**src/rtl/obstacle_engine_pkg.sv**
```systemverilog
// Shared obstacle/Rex geometry, obstacle type codes and the scroll-step helper.
package obstacle_engine_pkg;

   localparam int unsigned NUM_OBS = 4;
   localparam int unsigned SPEED_W = 8;

   localparam logic [7:0] SCREEN_X = 8'd159;
   localparam logic [7:0] REX_X    = 8'd20;
   localparam logic [7:0] REX_W    = 8'd8;
   localparam logic [7:0] REX_H    = 8'd12;
   localparam logic [7:0] REX_HD   = 8'd6;
   localparam logic [7:0] OBS_W    = 8'd6;
   localparam logic [7:0] OBS_H    = 8'd10;
   localparam logic [7:0] BIRD_Y   = 8'd8;
   localparam logic [7:0] BIRD_SPD = 8'd32;
   localparam logic [7:0] INIT_GAP = 8'd40;
   localparam logic [7:0] MIN_GAP  = 8'd24;

   localparam logic [15:0] LFSR_SEED = 16'hACE1;

   typedef enum logic {
      OBS_CACTUS = 1'b0,
      OBS_BIRD   = 1'b1
   } obs_type_e;

   // Pixels scrolled per frame: 1..16, from the top nibble of the game speed
   function automatic logic [7:0] scroll_step(input logic [SPEED_W-1:0] speed);
      return {4'd0, speed[7:4]} + 8'd1;
   endfunction

endpackage

```
**src/rtl/obstacle_engine_if.sv**
```systemverilog
// Control/status bundle between RexControl (master) and the obstacle engine (slave).
interface obstacle_engine_if;
   import obstacle_engine_pkg::*;

   logic                   clear;
   logic                   run_en;
   logic                   frame_tick;
   logic [SPEED_W-1:0]     speed;
   logic [7:0]             rex_y;
   logic                   rex_duck;
   logic                   hit_obs;
   logic                   pass_pulse;
   logic [NUM_OBS-1:0]     obs_valid;
   logic [8*NUM_OBS-1:0]   obs_x;
   logic [NUM_OBS-1:0]     obs_type;

   modport master (
      output clear, run_en, frame_tick, speed, rex_y, rex_duck,
      input  hit_obs, pass_pulse, obs_valid, obs_x, obs_type
   );

   modport slave (
      input  clear, run_en, frame_tick, speed, rex_y, rex_duck,
      output hit_obs, pass_pulse, obs_valid, obs_x, obs_type
   );

endinterface

```
**src/rtl/obstacle_engine_lfsr16.sv**
```systemverilog
// 16-bit Fibonacci LFSR (x^16+x^14+x^13+x^11), shifts right once per enabled cycle.
module obstacle_engine_lfsr16
   import obstacle_engine_pkg::*;
(
   input  logic        Clk,
   input  logic        Reset,
   input  logic        clear,
   input  logic        en,
   output logic [15:0] q
);

   logic feedback;

   assign feedback = q[0] ^ q[2] ^ q[3] ^ q[5];

   // Seed on reset/clear, advance when enabled
   always_ff @(posedge Clk or posedge Reset) begin
      if (Reset) begin
         q <= LFSR_SEED;
      end else if (clear) begin
         q <= LFSR_SEED;
      end else if (en) begin
         q <= {feedback, q[15:1]};
      end
   end

endmodule

```
**src/rtl/obstacle_engine.sv**
```systemverilog
// Obstacle spawn/scroll engine with registered collision check against Rex.
module obstacle_engine
   import obstacle_engine_pkg::*;
(
   input logic              Clk,
   input logic              Reset,
   obstacle_engine_if.slave bus
);

   localparam logic [8:0] REX_RIGHT = {1'b0, REX_X} + {1'b0, REX_W} - 9'd1;

   logic [NUM_OBS-1:0]        valid_q, valid_d;
   logic [NUM_OBS-1:0][7:0]   x_q, x_d;
   logic [NUM_OBS-1:0]        type_q, type_d;
   logic [7:0]                gap_q, gap_d;
   logic                      hit_q, hit_d;
   logic                      pass_q, pass_d;
   logic [NUM_OBS-1:0]        overlap;
   logic [15:0]               lfsr_q;
   logic                      tick;
   logic [7:0]                step;
   logic [7:0]                rex_h;
   logic                      passed;
   logic                      spawned;
   logic                      unused_lfsr;

   // A hit freezes the playfield even while run_en stays high
   assign tick        = bus.frame_tick & bus.run_en & ~hit_q;
   assign step        = scroll_step(bus.speed);
   assign rex_h       = bus.rex_duck ? REX_HD : REX_H;
   assign unused_lfsr = ^lfsr_q[15:6];

   obstacle_engine_lfsr16 u_lfsr (
      .Clk   (Clk),
      .Reset (Reset),
      .clear (bus.clear),
      .en    (tick),
      .q     (lfsr_q)
   );

   // Per-slot box overlap against Rex; sums are 9-bit so nothing wraps
   for (genvar g = 0; g < NUM_OBS; g++) begin : g_coll
      logic [8:0] ox_l, ox_r, oy_b, oy_t, ry_b, ry_t;
      assign ox_l = {1'b0, x_q[g]};
      assign ox_r = ox_l + {1'b0, OBS_W} - 9'd1;
      assign oy_b = (type_q[g] == OBS_BIRD) ? {1'b0, BIRD_Y} : 9'd0;
      assign oy_t = oy_b + {1'b0, OBS_H} - 9'd1;
      assign ry_b = {1'b0, bus.rex_y};
      assign ry_t = ry_b + {1'b0, rex_h} - 9'd1;
      assign overlap[g] = valid_q[g] & (ox_l <= REX_RIGHT) & (ox_r >= {1'b0, REX_X}) &
                          (ry_b <= oy_t) & (ry_t >= oy_b);
   end

   // Frame update: scroll/retire, pass detect, and spawn into pre-scroll free slots
   always_comb begin
      valid_d = valid_q;
      x_d     = x_q;
      type_d  = type_q;
      gap_d   = gap_q;
      passed  = 1'b0;
      spawned = 1'b0;
      if (tick) begin
         for (int i = 0; i < NUM_OBS; i++) begin
            if (valid_q[i]) begin
               if (x_q[i] < step) begin
                  valid_d[i] = 1'b0;
                  if (x_q[i] >= REX_X) passed = 1'b1;
               end else begin
                  x_d[i] = x_q[i] - step;
                  if ((x_q[i] >= REX_X) && (x_d[i] < REX_X)) passed = 1'b1;
               end
            end
         end
         if (gap_q != 8'd0) begin
            gap_d = gap_q - 8'd1;
         end else begin
            for (int i = 0; i < NUM_OBS; i++) begin
               if (!valid_q[i] && !spawned) begin
                  spawned    = 1'b1;
                  valid_d[i] = 1'b1;
                  x_d[i]     = SCREEN_X;
                  type_d[i]  = (lfsr_q[0] && (bus.speed >= BIRD_SPD)) ? OBS_BIRD : OBS_CACTUS;
               end
            end
            // No free slot leaves gap at zero so the spawn retries next frame
            if (spawned) gap_d = MIN_GAP + {3'd0, lfsr_q[5:1]};
         end
      end
      pass_d = tick & passed;
      hit_d  = hit_q | (bus.run_en & (|overlap));
   end

   // State registers; clear behaves like reset and swallows a coincident tick
   always_ff @(posedge Clk or posedge Reset) begin
      if (Reset) begin
         valid_q <= '0;
         x_q     <= '0;
         type_q  <= '0;
         gap_q   <= INIT_GAP;
         hit_q   <= 1'b0;
         pass_q  <= 1'b0;
      end else if (bus.clear) begin
         valid_q <= '0;
         x_q     <= '0;
         type_q  <= '0;
         gap_q   <= INIT_GAP;
         hit_q   <= 1'b0;
         pass_q  <= 1'b0;
      end else begin
         valid_q <= valid_d;
         x_q     <= x_d;
         type_q  <= type_d;
         gap_q   <= gap_d;
         hit_q   <= hit_d;
         pass_q  <= pass_d;
      end
   end

   assign bus.hit_obs    = hit_q;
   assign bus.pass_pulse = pass_q;
   assign bus.obs_valid  = valid_q;
   assign bus.obs_x      = x_q;
   assign bus.obs_type   = type_q;

endmodule
```
**src/flat_wrapper.sv**
```systemverilog
// flat-port wrapper written by rule: the top's interface ports become plain ports
module obstacle_engine_flat import obstacle_engine_pkg::*;
  (Clk, Reset, bus_clear, bus_run_en, bus_frame_tick, bus_speed, bus_rex_y, bus_rex_duck, bus_hit_obs, bus_pass_pulse, bus_obs_valid, bus_obs_x, bus_obs_type);
  obstacle_engine_if bus_i ();
  input logic Clk;
  input logic Reset;
  input wire logic [$bits(bus_i.clear)-1:0] bus_clear;
  input wire logic [$bits(bus_i.run_en)-1:0] bus_run_en;
  input wire logic [$bits(bus_i.frame_tick)-1:0] bus_frame_tick;
  input wire logic [$bits(bus_i.speed)-1:0] bus_speed;
  input wire logic [$bits(bus_i.rex_y)-1:0] bus_rex_y;
  input wire logic [$bits(bus_i.rex_duck)-1:0] bus_rex_duck;
  output wire logic [$bits(bus_i.hit_obs)-1:0] bus_hit_obs;
  output wire logic [$bits(bus_i.pass_pulse)-1:0] bus_pass_pulse;
  output wire logic [$bits(bus_i.obs_valid)-1:0] bus_obs_valid;
  output wire logic [$bits(bus_i.obs_x)-1:0] bus_obs_x;
  output wire logic [$bits(bus_i.obs_type)-1:0] bus_obs_type;
  assign bus_i.clear = bus_clear;
  assign bus_i.run_en = bus_run_en;
  assign bus_i.frame_tick = bus_frame_tick;
  assign bus_i.speed = bus_speed;
  assign bus_i.rex_y = bus_rex_y;
  assign bus_i.rex_duck = bus_rex_duck;
  assign bus_hit_obs = bus_i.hit_obs;
  assign bus_pass_pulse = bus_i.pass_pulse;
  assign bus_obs_valid = bus_i.obs_valid;
  assign bus_obs_x = bus_i.obs_x;
  assign bus_obs_type = bus_i.obs_type;
  obstacle_engine u_core (.Clk(Clk), .Reset(Reset), .bus(bus_i));
endmodule
```
**config.mk**
```make
export PLATFORM = sky130hd
export DESIGN_NAME = obstacle_engine_flat
export DESIGN_NICKNAME = d
export VERILOG_FILES = /design/src/rtl/obstacle_engine_pkg.sv /design/src/rtl/obstacle_engine_if.sv /design/src/rtl/obstacle_engine_lfsr16.sv /design/src/rtl/obstacle_engine.sv /design/src/flat_wrapper.sv
export SDC_FILE = /design/constraint.sdc
export NUM_CORES = 1
export LEC_CHECK = 0
export BUFFER_PORTS_ARGS = -buffer_cell sky130_fd_sc_hd__buf_2
export CORE_UTILIZATION = 59
export DETAILED_ROUTE_END_ITERATION = 7
export PLACE_DENSITY = 0.84
export SLEW_MARGIN = 20
export SYNTH_ARGS = -nofsm -noshare
export SYNTH_HDL_FRONTEND = slang
export SYNTH_SLANG_ARGS = --single-unit
```
**constraint.sdc**
```tcl
create_clock -name Clk -period 2.7 [get_ports Clk]
set_input_delay 0 -clock Clk [delete_from_list [all_inputs] [get_ports Clk]]
set_output_delay 0 -clock Clk [all_outputs]
set_load 0.005 [all_outputs]
```
==> results.md <==
* DR WL/cell at 18.5 um
* Worst-case clock buffer depth at 2
* Nets at about 750
* Die Area at ~9000 um^2
* PD cells at about 420 nW/um^2
* Share of layout cells above drive strength 1 at 0.259
* First drt pass iteration count at 5
* Syn Nets at 659
* CP Data Arrival Time at roughly 2.8 ns
* Gpl congestion at 0.939
* Crit path kind: reg2reg
* Initial Util at 0.613
* # DRC at 0
* H-tree levels at 3
* CTS tree: yes
* Most common cell after layout, fill and taps aside: nand2_1
* R2R cell count at 10
* Final Hold Vio Count at 0
* Leakage dissipation at approximately 2.8 nW
* Setup slack, reg-to-reg at 0.05 ns
* Post-Route WL at approximately 15 mm
* Fmax achieved at between 300 and 400 MHz
* Fin crit period at 2.65 ns
* Layout Cells excl Fill at 796
* Via Count at around 5200
* RR Endpoint: u_core.bus.obs_x[18]
* Critical Path End Type: register
* Worst slew margin at 0.290
* GRT overflow at 0
* Run status: completed
* Post-synth EDFFs at 0
* Worst setup path start: u_core.bus.obs_x[16]
* Port Buf Inserts at 63
* Worst hold path type: in2reg
* Chip height at 94.6 um
* Synth top area share at 0.277
* Post-Syn Area at slightly above 5000 um^2
* Site Rows at 33
* FF-to-FF Start: u_core.bus.obs_x[16]
* Seq/Total Area, Yosys at 0.329
* Worst-path clk slew at approximately 0.070 ns
* Finished Core Util at 0.736
* Die Span X at approximately 95 um
* Mean Syn Cell Area at roughly 8.4 um^2
* Synth-to-Final Area Change at 20.0%
* Min Hold Slack at 0.221 ns
* Setup-failing EPs final at 0
* Vias in the first global route at 4940
* Setup_tns at 0 ns
* Crit-path max FO at 5
* Register bit count reported by yosys at 66
* Setup Skew at roughly 0.01 ns
* Unique masters post-synth at 65
* Synth Flop Type: dfrtp_1
* Max-slew violations at 0
* Maximum vdd drop at between 0.0003 and 0.0004 V
* Total power at ~2.5 mW
* CP Cell Sequence: inv_1, ha_2, fa_2, inv_1, maj3_2, maj3_2, a2111oi_4, a21oi_2, a21oi_1, a211oi_1
* Crit path largest cell delay at about 0.47 ns
* GRT Overall Usage at 0.335
* Initial antenna violation count at 0
* Iter 0 DRT Violations at 405
* Clk root buf: clkbuf_8
* Dpl cells at slightly below 800
* Area leader, netlist: dfrtp_1
* Max-Cap Viols at 0
* First-pass GRT wire length at around 23 mm
* Mapped Cells at 600
* Core ar. at about 8300 um^2
* Required time of the critical path at ~2.9 ns
* Total CTS buffers at 9
* # diodes at 0
* Pin count of the biggest net entering global routing at 48
* Worst Tran Pin Value at 1.04 ns
* Hpwl dp at just over 10 mm
* Slowest-stage cell, CP: a2111oi_4
* Most frequent cells in the layout: 68 x nand2_1, 63 x buf_2, 56 x dfrtp_1
* Skew-Pair Late Insertion Delay at 0.36 ns
* Area contributors post-synth: dfrtp_1 28%, ha_1 7.9%, dfstp_2 5.2%
* Ys Warns at 0
* CTS sink cnt at 66
* Top-Level Pins at 64
* Crit path capture: u_core.bus.obs_x[18]
* Worst setup SP type: register
* Post-route ant nets at 0
* DR vias/cell at between 6 and 7
* Fin crit share at 0.982
* Async SR Flop Fraction at 1.00
## sequential cells by signal (all words and copies together), names as in the netlist
signal	count
u_core.bus.hit_obs	1
u_core.bus.obs_type	4
u_core.bus.obs_valid	4
u_core.bus.obs_x	32
u_core.bus.pass_pulse	1
u_core.gap_q	8
u_core.u_lfsr.q	16
## final cells by class
type	count	area (um^2)
Multi-Input combinational cell	457	3230
Clock inverter	4	72.6
Sequential cell	66	1660
Inverter	46	173
Tap cell	105	131
Clock buffer	12	165
Fill cell	593	2180
Timing Repair Buffer	106	643
## where the power goes
| group | internal, mW | switching [mW] | total (mW) |
|---|---|---|---|
| Sequential | 1.02 | 0.0205 | 1.04 |
| Combinational | 0.206 | 0.291 | 0.497 |
| Clock | 0.594 | 0.396 | 0.990 |
## cell families after synthesis
kind of cell             count (synthesis)  synth area share
AO/OA/AOI/OAI                          161             0.209
flip-flops                              66             0.329
AND/OR/NAND/NOR                        205             0.198
buffers and inverters                   77            0.0593
multiplexers                             8            0.0161
adder cells (fa/ha/maj)                 51             0.129
XOR/XNOR                                32            0.0610
## synth_stat cells, drive strengths merged (2+ instances only)
master / instances
o22ai: 2
nand2: 69
or3: 6
buf: 7
o211ai: 8
maj3: 14
o21ai: 33
nand3b: 8
o2111ai: 2
a31oi: 10
a2111oi: 3
dfstp: 10
nand2b: 5
a21oi: 53
nor2b: 2
nor3: 22
ha: 32
a21o: 9
nand4: 6
and2: 5
a211o: 4
xnor2: 21
clkbuf: 24
a221oi: 12
nor4: 8
fa: 5
mux2i: 7
xor2: 10
a22oi: 4
a311oi: 3
or2: 2
nand3: 18
dfrtp: 56
a211oi: 9
nor2: 37
or4: 2
inv: 46
and3: 7
nor3b: 3
## per-layer routing
metal  global-route usage  vias to the layer above  part of all wire
met4                0.189                        0             0.050
met5                    0                        -                 0
met2                0.561                      280              0.50
met3               0.0580                       83             0.069
met1                0.406                     2519              0.38
li1                     -                     2333                 -
## critical path: cells and delay by family (launching register included)
family | cells | cell delay, ns
AOI/OAI and AO/OA | 4 | 0.89
buffers and inverters | 2 | 0.16
adders and majority gates | 4 | 1.06
DFF | 1 | 0.38
## metrics by stage
step           setup slack, ns  instance area, um^2
6_report                0.0480                 6080
2_1_floorplan            0.143                 5060
3_3_place_gp          -0.00363                 5660
5_1_grt                -0.0316                 6080
3_5_place_dp           -0.0701                 5660
4_1_cts                0.00814                 5930
## worst min path at each step
| stage | to | cells past startpoint | slack (ns) | from |
|---|---|---|---|---|
| after floorplan | u_core.bus.hit_obs | 2 | 0.16 | bus_run_en |
| after CTS | u_core.gap_q[1] | 5 | 0.20 | bus_frame_tick |
| final | u_core.gap_q[1] | 5 | 0.22 | bus_frame_tick |
| after detailed placement | u_core.u_lfsr.q[9] | 2 | 0.13 | Reset |
| after global routing | u_core.gap_q[1] | 5 | 0.23 | bus_frame_tick |
| after global placement | u_core.u_lfsr.q[9] | 2 | 0.12 | Reset |
## repair_timing
item,4_1_cts,5_1_grt
setup buffers,0,4
endpoints found under the setup margin,3,24
gates resized for setup,2,30
hold endpoints to repair,21,0
hold buffers,2,0
pin swaps,0,9
(Power assumes the default switching activity.)
